$ cat config.mk
export PLATFORM = sky130hd
export DESIGN_NAME = tns_dec_iter
export DESIGN_NICKNAME = d
export VERILOG_FILES = /design/src/rtl/tns_dec_iter.sv
export SDC_FILE = /design/constraint.sdc
export NUM_CORES = 1
export LEC_CHECK = 0
export CAP_MARGIN = 20
export CORE_MARGIN = 4
export CORE_UTILIZATION = 45
export DETAILED_ROUTE_END_ITERATION = 8
export PLACE_DENSITY_LB_ADDON = 0.3
export SLEW_MARGIN = 25
export SYNTH_ARGS = -nofsm -noshare
export SYNTH_HDL_FRONTEND = slang
export SYNTH_SLANG_ARGS = --single-unit
$ cat constraint.sdc
create_clock -name clk -period 25.8 [get_ports clk]
set_input_delay 5.16 -clock clk [delete_from_list [all_inputs] [get_ports clk]]
set_output_delay 5.16 -clock clk [all_outputs]
set_load 0.02 [all_outputs]
$ cat src/rtl/tns_dec_iter.sv
// tns_dec_iter: iterative tribonacci-numeral-system decoder, BPC codeword bits per cycle.
module tns_dec_iter #(
    parameter int CW  = 22,
    parameter int DW  = 20,
    parameter int BPC = 4
) (
    input  logic          clk,
    input  logic          rst,
    input  logic          in_valid,
    output logic          in_ready,
    input  logic [CW-1:0] codein,
    output logic          out_valid,
    input  logic          out_ready,
    output logic [DW-1:0] dataout,
    output logic          err,
    output logic          ovf
);
    localparam int NSTEP = (CW + BPC - 1) / BPC;
    localparam int SW    = NSTEP * BPC;
    localparam int SCW   = NSTEP > 1 ? $clog2(NSTEP) : 1;
    localparam logic [1:0] IDLE = 2'd0;
    localparam logic [1:0] RUN  = 2'd1;
    localparam logic [1:0] DONE = 2'd2;
    logic [1:0]     state;
    logic [SW-1:0]  sh;
    logic [SCW-1:0] step;
    logic [DW-1:0]  acc, w0, w1, w2;
    logic           f0, f1, f2;
    logic [1:0]     prev;
    logic [DW-1:0]  acc_n, wn0, wn1, wn2;
    logic           fn0, fn1, fn2, err_n, ovf_n;
    logic [1:0]     prev_n;
    assign in_ready  = state == IDLE;
    assign out_valid = state == DONE;
    assign dataout   = acc;
    // f flags a weight that no longer fits in DW bits; adding one always overflows the true sum
    always_comb begin : calc
        logic [DW-1:0]  w [BPC+3];
        logic           f [BPC+3];
        logic [DW+1:0]  s;
        logic [DW:0]    a;
        logic [BPC+1:0] b;
        w[0] = w0;
        w[1] = w1;
        w[2] = w2;
        f[0] = f0;
        f[1] = f1;
        f[2] = f2;
        acc_n = acc;
        ovf_n = ovf;
        err_n = err;
        b = {sh[BPC-1:0], prev};
        s = '0;
        a = '0;
        for (int j = 0; j < BPC; j++) begin
            s = {2'b00, w[j]} + {2'b00, w[j+1]} + {2'b00, w[j+2]};
            w[j+3] = s[DW-1:0];
            f[j+3] = f[j] | f[j+1] | f[j+2] | (|s[DW+1:DW]);
            a = {1'b0, acc_n} + {1'b0, w[j]};
            acc_n = sh[j] ? a[DW-1:0] : acc_n;
            ovf_n = ovf_n | (sh[j] & (a[DW] | f[j]));
            err_n = err_n | (&b[j +: 3]);
        end
        wn0 = w[BPC];
        wn1 = w[BPC+1];
        wn2 = w[BPC+2];
        fn0 = f[BPC];
        fn1 = f[BPC+1];
        fn2 = f[BPC+2];
        prev_n = b[BPC+1:BPC];
    end
    always_ff @(posedge clk) begin
        if (rst) begin
            state <= IDLE;
            acc   <= '0;
            err   <= 1'b0;
            ovf   <= 1'b0;
            step  <= '0;
        end else if (state == IDLE) begin
            if (in_valid) begin
                sh    <= SW'(codein);
                acc   <= '0;
                err   <= 1'b0;
                ovf   <= 1'b0;
                w0    <= DW'(1);
                w1    <= DW'(2);
                w2    <= DW'(4);
                f0    <= 1'b0;
                f1    <= 1'b0;
                f2    <= 1'b0;
                prev  <= 2'b00;
                step  <= '0;
                state <= RUN;
            end
        end else if (state == RUN) begin
            sh    <= sh >> BPC;
            acc   <= acc_n;
            err   <= err_n;
            ovf   <= ovf_n;
            w0    <= wn0;
            w1    <= wn1;
            w2    <= wn2;
            f0    <= fn0;
            f1    <= fn1;
            f2    <= fn2;
            prev  <= prev_n;
            step  <= step + SCW'(1);
            state <= step == SCW'(NSTEP - 1) ? DONE : RUN;
        end else if (out_ready) begin
            state <= IDLE;
        end
    end
endmodule
After elaboration in Yosys (flattened, before gate mapping)
Index checks and enable logic that the tools add are counted.
Widths: inputs -> output; s select.

word-level totals
  flip-flop bits (word level) = 116
  bits in latches = 0
  RAM bits = 0
  memory bits (read-only) = 0
  input port bits = 26
  word-level logic and storage cells = 114
  memories kept = 0

operators by class
  add/sub/neg operators = 13
  $mul = 0
  divide/modulo/power cells = 0
  order comparisons = 0
  equality and inequality tests = 4
  shifts and indexed selects = 0
  mux-type cells = 41
  bitwise gates (word level) = 29
  reductions and logical operators = 14

operator list
  kind                 count
  $mux 20              16
  $add 20x20->21       8
  $add 21x20->22       4
  $mux 24              3
  $or 1x1->1           24
  $mux 2               8
  $reduce_and 3->1     5
  $mux 1               11
  $mux 3               3
  $reduce_or 2->1      4
  $and 1x1->1          4
  $reduce_and 2->1     2
  $add 3x1->3 const B  1
  $eq 3x3->1 const B   1
  $reduce_bool 3->1    1
  $eq 2x1->1 const B   1
  $eq 2x2->1 const B   1
  $logic_not 2->1      1
  $ne 2x2->1 const B   1
  $reduce_bool 2->1    1
  $not 1->1            1

Logic depth before layout (Yosys ltp)
Gate-level depths: netlist (run 1).

  word-level depth = 12
  depth in mapped cells = 40
  gate-level depth less buffers = 40

Least setup slack after synthesis (run 1)
No wires, ideal clock.

  kind = input port to flip-flop
  from = in rst
  to = reg f0 (enable)
  data arrival time = 9.210 ns
  data required time = 25.266 ns
  slack = 16.056 ns
  cell stages on the path = 3
  buffers on the path = 2
  cells stage by stage = clkbuf_1 -> buf_1 -> nor2_1

on the way
  word-level cells in the longest chain between the ends = 2

RTL lines
  what                        line  source
  start, declared             8     input logic rst,
  $not 1->1 (no line)         -
  $reduce_and 3->1 (no line)  -
  end signal, assigned        103   f0 <= fn0;
  end, declared               28    logic f0, f1, f2;

No other way between the ends.
A chain may end at the register's enable or synchronous reset.

==> metrics.cfg, run 1 <==
[run_status]
status = completed

[global_route]
grt_max_degree = 61
first_global_vias = 11500
grt_pass1_wl_mm = 61.0
antenna_found_initial = 0
overflow = 0
groute.usage.overall = 0.225

[synthesis]
syn_area_mm2 = 0.0142
ys_types = 85
synthTopCellsByArea = edfxtp_1 (18%), ha_1 (14%), fa_1 (12%)
yosys_register_bits = 114
synth_seq_area_share = 0.222
syn_nets = 1848
synth_top_area_frac = 0.184
synth-edff-count = 87
synth_cells = 1578
avgSynthCellArea_um2 = 9.01
ys_warn_count = 0
async_flop_share = 0
netlist.top_cell.by_area = edfxtp_1
synthFlopType = edfxtp_1

[timing]
hold_viol = 0
final_max_slew_viol_count = 0
setup_tns_ns = 0
rsz0062_at_grt = no
fmax_mhz = 104
worst_pin_slew_ns = 1.03
slew_headroom = 0.308
fin_crit_sh = 0.372
period_needed_ns = 9.59
finClkSkew_ns = 0.0148
finalSetupViolations = 0

[clocking]
clockBufferDepth = 2
cts.sinks = 114
ctsResizeCount = 0
cts_setup_buffers = 0
tritoncts = yes
cts_max_level = 4
clk_pin_slew_ns = 0.06
cts_inserted_buffers = 17
root_buffer = clkbuf_16
clk_latency_ns = 0.44
hold_buffers = 0

[drt]
drc_errors = 0
drt-initial-drc-count = 863
vias = 11900
vias_per_cell = 5.86
routedWlPerCell_um = 18.7
routed_wl_mm = 38.0
first_pass_iters = 5
antenna_left = 0

[placement]
dp_hpwl_mm = 31.2
port_buffers = 49
placed_cell_area_mm2 = 0.0152
dp_cells = 2001
gp_congestion = 0.934

[final_layout]
diodes = 0
syn_to_final_growth_pct = 10.4
finish.net_count = 1894
finalInstanceArea_mm2 = 0.0157
fin_cells = 2033
drive_gt1_frac = 0.0678
fillers = 2804

[critical_path]
cp_data_arrival_time_ns = 9.78
crit_path_end_kind = flop
required_ns = 25.98
critPathLaunchType = flop
critical-path-max-stage-delay_ns = 0.55
crit_path_top_delay_cell = fa_1
path_class = flop to flop
crit_fanout = 5

[die]
initial_core_util = 0.460
io_pins = 50
fp.dieW_um = 186
rows = 64
die_y_um = 186
die_area_mm2 = 0.0345
coreArea_mm2 = 0.0309

[run]
drv_cap = 0

[min_path]
hold_path_class = flop to flop

stage by stage:
step	utilization	hold WS (ns)	setup slack, ns
final	0.508	0.497	16.21
after floorplan	-	0.481	16.06
after global routing	0.508	0.530	15.69
after detailed placement	0.491	0.488	16.35
after global placement	0.491	0.488	16.59
after CTS	0.508	0.504	16.31
cells by family (layout without fill, tap and decap cells):
| logic type | Yosys count | after routing | share of synthesized area |
|---|---|---|---|
| AOI/OAI and AO/OA | 463 | 463 | 0.220 |
| buffers and inverters | 209 | 268 | 0.0560 |
| DFF | 114 | 114 | 0.222 |
| adders and majority gates | 244 | 244 | 0.260 |
| xor gates and xnor gates | 121 | 121 | 0.0745 |
| muxes | 59 | 59 | 0.0460 |
| and+or+nand+nor | 368 | 368 | 0.122 |
cell usage after synthesis, drive strengths merged, types with 26 or more instances:
library cell	number
xor2	50
a21oi	121
nor2b	31
xnor2	71
a211oi	32
a21o	54
clkbuf	26
ha	159
o21ai	83
o21a	26
mux2	45
nand2	67
dfxtp	27
inv	177
edfxtp	87
fa	85
nor2	151
layout by cell type, fill, tap and decap left out, types with 49 or more instances in the layout:
master	instances
edfxtp_1	87
o21ai_0	81
xor2_1	50
xnor2_1	71
a21oi_1	120
a21o_1	54
nor2_1	149
nand2_1	66
inv_1	176
fa_1	85
ha_1	159
clkdlybuf4s50_1	49
critical path, delay by kind of cell, from the launching register on:
| family | cells | cell delay, ns |
|---|---|---|
| AOI/OAI and AO/OA | 16 | 3.10 |
| and+or+nand+nor | 6 | 0.92 |
| xor gates and xnor gates | 3 | 0.77 |
| buffers and inverters | 5 | 0.46 |
| DFF | 1 | 0.41 |
| adders and majority gates | 9 | 3.67 |
per-layer routing:
layer	wire (um)	up-vias	track usage
met3	2480	38	0.0363
met5	0	-	0
met1	18100	5715	0.334
met4	722	0	0.0592
li1	-	5783	-
met2	16700	382	0.342
sequential cells by signal (all words and copies together), names as in the netlist:
name / count
w1: 20
ovf: 1
f0: 1
w0: 20
sh: 22
f1: 1
prev: 2
step: 3
state: 2
f2: 1
w2: 20
err: 1
dataout: 20
final timing paths:
check / slack [ns] / startpoint / endpoint / cells past startpoint
hold reg to reg: 0.50 / dataout[0]$_SDFFE_PP0P_ / dataout[0]$_SDFFE_PP0P_ / 2
setup / recovery: 16.21 / w2[1]$_SDFFCE_PP0P_ / f2$_SDFFCE_PP0P_ / 39
setup reg to reg: 16.21 / w2[1]$_SDFFCE_PP0P_ / f2$_SDFFCE_PP0P_ / 39
hold / removal: 0.50 / dataout[0]$_SDFFE_PP0P_ / dataout[0]$_SDFFE_PP0P_ / 2
final cells by class:
| class | instances | area, um^2 | share of cell area |
|---|---|---|---|
| multi-input cells | 1255 | 10300 | 0.655 |
| clock inverters | 14 | 105 | 0.00669 |
| inverters | 177 | 664 | 0.0423 |
| repair buffers | 59 | 566 | 0.0360 |
| well taps | 396 | 495 | 0.0316 |
| clock buffers | 18 | 429 | 0.0273 |
| flip-flops and latches | 114 | 3150 | 0.201 |
Power of run 1 is not shown: default switching activity piles up to over one toggle a cycle in this logic, so the estimate is an artifact.
==> run 2: changes to the inputs <==
clock period = 9.7 ns   (was 25.8 ns; I/O delays follow)
==> metrics.cfg, run 2 (synthesis gave the netlist of run 1 again) <==
[die]
coreArea_mm2 = 0.0309
initial_core_util = 0.460
rows = 64
die_area_mm2 = 0.0345
io_pins = 50
fp.dieW_um = 186
die_y_um = 186

[timing]
finalSetupViolations = 0
slew_headroom = 0.238
worst_pin_slew_ns = 1.13
setup_tns_ns = 0
fmax_mhz = 108
fin_hold_ws_ns = 0.509
finClkSkew_ns = 0.0118
hold_viol = 0
final_max_slew_viol_count = 0
fin_crit_sh = 0.959
period_needed_ns = 9.30

[final_layout]
fin_util = 0.513
final_cell_mix = inv_1 (176), ha_1 (159), nor2_1 (149)
final_common_cell = inv_1
regMostFlops = sh
largest_register_ffs = 22
fillers = 2777
fin_cells = 2039
drive_gt1_frac = 0.0743
finish.net_count = 1898
syn_to_final_growth_pct = 11.5

[clocking]
cts.sinks = 114
clk_latency_ns = 0.44
clockBufferDepth = 2
hold_buffers = 0
tritoncts = yes
cts_inserted_buffers = 17
cts_max_level = 4
root_buffer = clkbuf_16
clk_pin_slew_ns = 0.06

[placement]
port_buffers = 49
dp_cells = 2003
gp_congestion = 0.919
dp_hpwl_mm = 31.0

[drt]
vias_per_cell = 5.86
routed_wl_mm = 37.9
routedWlPerCell_um = 18.6
antenna_left = 0
vias = 11900
drc_errors = 0
first_pass_iters = 7
drt-initial-drc-count = 960

[global_route]
groute.usage.overall = 0.225
overflow = 0
first_global_vias = 11700
antenna_found_initial = 0
grt_max_degree = 53
grt_pass1_wl_mm = 61.4

[critical_path]
critPathLaunchType = flop
r2r_slack_ns = 0.40
required_ns = 9.88
crit_path_top_delay_cell = fa_1
critical-path-max-stage-delay_ns = 0.57
crit_path_end_kind = flop
crit_fanout = 5
cp_data_arrival_time_ns = 9.48
cpMostUsedCell = inv_1
path_class = flop to flop

[run_status]
status = completed

[min_path]
hold_path_class = flop to flop

[run]
drv_cap = 0

run 2: final timing paths:
kind,startpoint,end,depth (start not counted)
hold reg to reg,dataout[2]$_SDFFE_PP0P_,dataout[2]$_SDFFE_PP0P_,2
hold / removal,dataout[2]$_SDFFE_PP0P_,dataout[2]$_SDFFE_PP0P_,2
setup / recovery,w2[1]$_SDFFCE_PP0P_,f2$_SDFFCE_PP0P_,39
setup reg to reg,w2[1]$_SDFFCE_PP0P_,f2$_SDFFCE_PP0P_,39
run 2: what timing repair did:
action / in CTS / in global routing
buffers inserted: 0 / 1
gates resized for setup: 0 / 11
endpoints found under the hold margin: 0 / 0
endpoints found under the setup margin: 0 / 2
run 2: critical path: cells and delay by family, from the launching register on:
| kind | cells | cell delay, ns |
|---|---|---|
| fa+ha+maj | 9 | 3.87 |
| compound gates | 16 | 2.97 |
| buf+inv | 7 | 0.70 |
| xor+xnor | 3 | 0.60 |
| simple gates | 4 | 0.49 |
| flops | 1 | 0.42 |
run 2: stage by stage:
step                setup WS [ns]  instance area, um^2
CTS                         0.320                15800
global route               -0.103                15900
finish                      0.398                15900
floorplan                    1.20                14200
global placement            0.630                15200
detailed placement          0.373                15200
run 2: layer usage:
layer	wire (um)	track usage	part of all wire	vias up
met5	0	0	0	-
met4	927	0.0635	0.024	0
met3	2520	0.0373	0.067	49
met2	16700	0.349	0.44	380
met1	17700	0.326	0.47	5738
li1	-	-	-	5781
run 2: cell type report:
type | count | area (um^2) | share of cell area
antenna | 2 | 5.00 | 0.000316
sequential | 114 | 3150 | 0.199
tap | 396 | 495 | 0.0312
inverter | 177 | 664 | 0.0419
clock inverter | 13 | 160 | 0.0101
clock buffer | 19 | 433 | 0.0273
multi-input combinational | 1255 | 10300 | 0.652
timing repair buffer | 63 | 608 | 0.0383
Power of run 2 is left out for the same reason.
==> RTL edit 1, RTL diff (settings of run 1) <==
Change the parameter `CW` from 22 to 44.
--- a/src/rtl/tns_dec_iter.sv
+++ b/src/rtl/tns_dec_iter.sv
@@ -1,6 +1,6 @@
 // tns_dec_iter: iterative tribonacci-numeral-system decoder, BPC codeword bits per cycle.
 module tns_dec_iter #(
-    parameter int CW  = 22,
+    parameter int CW  = 44,
     parameter int DW  = 20,
     parameter int BPC = 4
 ) (
Interface: changed (resized codein); port bits go from 50 to 72. No check against the original RTL was run, so the function may have changed too.
==> RTL edit 1 against run 1 <==
Non-clock buffer count up 22; sequential share of layout area up 2.4 points; design area up 8.7%; setup slack worse by 0.21 ns; synthesized area up 7.2%; die area up 6.9%; sequential cell count up 23; wire length up 6.7%.
Power is not shown: default switching activity piles up to over one toggle a cycle in this logic, so the estimate is an artifact.
==> RTL edit 1: results (changes against run 1) <==
CP max stage cell nor3_1; FF-to-FF setup slack 16.00 ns (-0.21 ns); top post-synthesis cells by area edfxtp_1, ha_1, fa_1; fmax 102 MHz (-2.1%); Netlist cell types 76 (-11%); max reg flops 44 (+100%); share of layout cells above drive strength 1 7.11% (+0.33 points); Initial DRC Count 796 (-7.8%); Vias 12,700 (+6.9%); Synth top cells by count inv_1, ha_1, nor2_1; global-route wire length before repair 66,000 um (+8.3%); met2 WL 18,700 um (+12%); post-synthesis xor/xnor area fraction 6.43% (-1.0 points); Crit path largest cell delay 0.61 ns (+0.06 ns); Placer Congestion 0.904 (-3.3%); Post-Route M1 WL 18,600 um (+2.8%); clock transition at the registers of the reported paths 0.07 ns; grt met1 use 30.8% (-2.5 points); Reg area 0.00383 mm2 (+22%); routed wire length on met3 2460 um (-0.61%); fraction of registers with async set/reset 0% (unchanged); largest net degree at the start of global routing 75 (+23%); DPL Wire Length 32,400 um (+3.8%); sequential cell area fraction in the yosys report 25.1% (+3.0 points); DP Area 0.0164 mm2 (+8.5%); Reg2Reg Depth 35 (-10%); Syn Area/Cell 9.13 um2 (+1.4%); worst-margin pin slew 0.977 ns (-0.0521 ns); Port Buf Inserts 71 (+45%); GR met2 Demand/Resource 37.3% (+3.1 points); status complete, no violations; H-tree levels 4 (unchanged); overall routed net length 40,600 um (+6.7%); Residual DRC 0 (unchanged); Worst Hold Launch dataout[6]; Post-synth EDFFs 109 (+25%); synthesized-area fraction occupied by adder cells 24.2% (-1.7 points); total track usage 22.7% (+0.17 points); register with the most flip-flops sh; Layout Skew 0.0139 ns (-0.000939 ns); drt pass-1 iters 5 (unchanged); WHS 0.490 ns (-0.00680 ns); hold path cells 2 (unchanged); Avg WL per Cell 18.5 um (-0.95%); syn_nets 1,961 (+6.1%); GRT met3 Usage 3.80% (+0.16 points); WP data arrival 10.00 ns (+0.22 ns); Resized Gates After CTS 0 (unchanged); DP Cell Count 2,160 (+7.9%); FILL cells 3,079 (+9.8%); Synth Area in Compound Gates 19.8% (-2.2 points); Primary FF master, synth edfxtp_1; hold endpoint dataout[6]; RR Endpoint f2; mux cell area share after synthesis 5.79% (+1.2 points); worst r2r src w2[1]
[RTL edit 1: cell types whose count changed in the layout (fill, tap and decap cells not counted), moves of 11 or more]
cell | before | now
nor2b_1 | 31 | 19
and2_1 | 11 | 25
o21bai_1 | 24 | 13
nand2_1 | 66 | 105
clkdlybuf4s50_1 | 49 | 71
edfxtp_1 | 87 | 109
mux2_2 | 43 | 61
[RTL edit 1: worst max-delay path, delay by kind of cell (launching register included)]
family | cells | cell delay (ns)
compound gates | 13 | 3.24
xor+xnor | 3 | 0.60
fa+ha+maj | 9 | 3.42
buf+inv | 4 | 0.38
flops | 1 | 0.41
simple gates | 6 | 1.49
[RTL edit 1: area by class of cell]
cell class / instances / share of cell area [%]
multi-input cells: 1314 / 62.1
flip-flops and latches: 137 / 22.5
repair buffers: 81 / 4.60
inverters: 180 / 3.97
well taps: 448 / 3.28
clock buffers: 17 / 2.49
clock inverters: 14 / 1.14
==> RTL edit 2, RTL diff (flow settings as in run 1) <==
Without the edit above. Put one more register stage on the output `ovf`. The value now appears one clock later. The other outputs are not delayed to match.
--- a/src/rtl/tns_dec_iter.sv
+++ b/src/rtl/tns_dec_iter.sv
@@ -21,6 +21,8 @@
     localparam logic [1:0] IDLE = 2'd0;
     localparam logic [1:0] RUN  = 2'd1;
     localparam logic [1:0] DONE = 2'd2;
+
+    logic ovf_s0;
     logic [1:0]     state;
     logic [SW-1:0]  sh;
     logic [SCW-1:0] step;
@@ -47,7 +49,7 @@
         f[1] = f1;
         f[2] = f2;
         acc_n = acc;
-        ovf_n = ovf;
+        ovf_n = ovf_s0;
         err_n = err;
         b = {sh[BPC-1:0], prev};
         s = '0;
@@ -74,14 +76,14 @@
             state <= IDLE;
             acc   <= '0;
             err   <= 1'b0;
-            ovf   <= 1'b0;
+            ovf_s0 <= 1'b0;
             step  <= '0;
         end else if (state == IDLE) begin
             if (in_valid) begin
                 sh    <= SW'(codein);
                 acc   <= '0;
                 err   <= 1'b0;
-                ovf   <= 1'b0;
+                ovf_s0 <= 1'b0;
                 w0    <= DW'(1);
                 w1    <= DW'(2);
                 w2    <= DW'(4);
@@ -96,7 +98,7 @@
             sh    <= sh >> BPC;
             acc   <= acc_n;
             err   <= err_n;
-            ovf   <= ovf_n;
+            ovf_s0 <= ovf_n;
             w0    <= wn0;
             w1    <= wn1;
             w2    <= wn2;
@@ -110,4 +112,8 @@
             state <= IDLE;
         end
     end
+    always_ff @(posedge clk) begin
+        ovf <= ovf_s0;
+    end
+
 endmodule
Behaviour: same outputs for any inputs over 4 cycles, from zero or initial values and one cycle with rst high; that may be too few to reach the edited logic, so the function may still have changed.
==> RTL edit 2 against run 1 <==
First-iteration DRC count down 10%; fmax is 0.79% higher; wire length is 0.45% higher; worst hold slack worse by 0.13 ns; sequential cell count increased by 1; cell count is the same; synthesized area up 0.14%; design area grew 0.58%; setup slack improved by 0.075 ns; clock skew is 0.0057 ns lower.
Power is left out: the tool's default activity adds up to more than one toggle a clock period on the data nets, which glitch-free logic cannot reach.
==> RTL edit 2: results (changes against run 1) <==
status complete, no violations; Post-Route M1 WL 18,100 um (-0.24%); Clock buf/inv share 3.76% (+0.36 points); Layout Skew 0.00912 ns (-0.00571 ns); total track usage 22.7% (+0.19 points); Reg area 0.00317 mm2 (+0.63%); Final Util 51.1% (+0.30 points); share of layout cells above drive strength 1 6.54% (-0.24 points); syn_nets 1,849 (+0.054%); sequential cell area fraction in the yosys report 22.3% (+0.11 points); post-synthesis xor/xnor area fraction 7.44% (-0.010 points); non-clk buf share 3.65% (+0.050 points); DP Cell Count 2,003 (+0.10%); WP data arrival 9.70 ns (-0.08 ns); mux cell area share after synthesis 4.59% (-0.0065 points); Worst Hold Launch ovf_s0; global-route wire length before repair 61,700 um (+1.2%); GR met2 Demand/Resource 34.8% (+0.61 points); routed wire length on met3 2460 um (-0.61%); Post-synth EDFFs 87 (unchanged); nets 1,896 (+0.11%); synthesized-area fraction occupied by adder cells 25.9% (-0.036 points); Synth Area in Compound Gates 22.0% (-0.031 points); met2 WL 16,900 um (+1.3%); grt met1 use 34.0% (+0.64 points); worst-margin pin slew 1.06 ns (+0.0262 ns); DPL Wire Length 31,400 um (+0.39%); top post-synthesis cells by area edfxtp_1, ha_1, fa_1; Initial DRC Count 776 (-10%); FILL cells 2,806 (+0.071%); clock sink total 115 (+0.88%); nonclk buf count 60 (+1.7%); GRT met3 Usage 2.64% (-1.0 points); Placer Congestion 0.932 (-0.24%); vias per inst 5.86 (about the same); Avg WL per Cell 18.8 um (+0.45%)
## RTL edit 2: changes by cell type in the layout (fill, tap and decap cells not counted), moves of 3 or more
| cell | delta |
|---|---|
| bufinv_16 | +4 |
| inv_6 | -4 |
| clkinv_1 | +3 |
| clkinvlp_4 | -3 |
## RTL edit 2: worst paths after layout
kind	to	slack, ns	cells after the start
worst min register to register	ovf	0.37	0
worst max-delay path	f2	16.28	39
worst min-delay path	ovf	0.37	0
worst max register to register	f2	16.28	39
## RTL edit 2: stage by stage
stage	area, um2	hold WS [ns]	setup slack [ns]
floorplan	14200	0.351	16.06
global placement	15200	0.365	16.59
detailed placement	15200	0.363	16.33
CTS	15800	0.371	16.28
global route	15800	0.375	15.65
finish	15800	0.371	16.28
## RTL edit 2: worst reg2reg max path: cells and delay by family (launching register included)
kind	cells	cell delay [ns]
xor+xnor	3	0.75
buf+inv	5	0.46
compound gates	16	3.11
flops	1	0.40
fa+ha+maj	9	3.68
simple gates	6	0.87
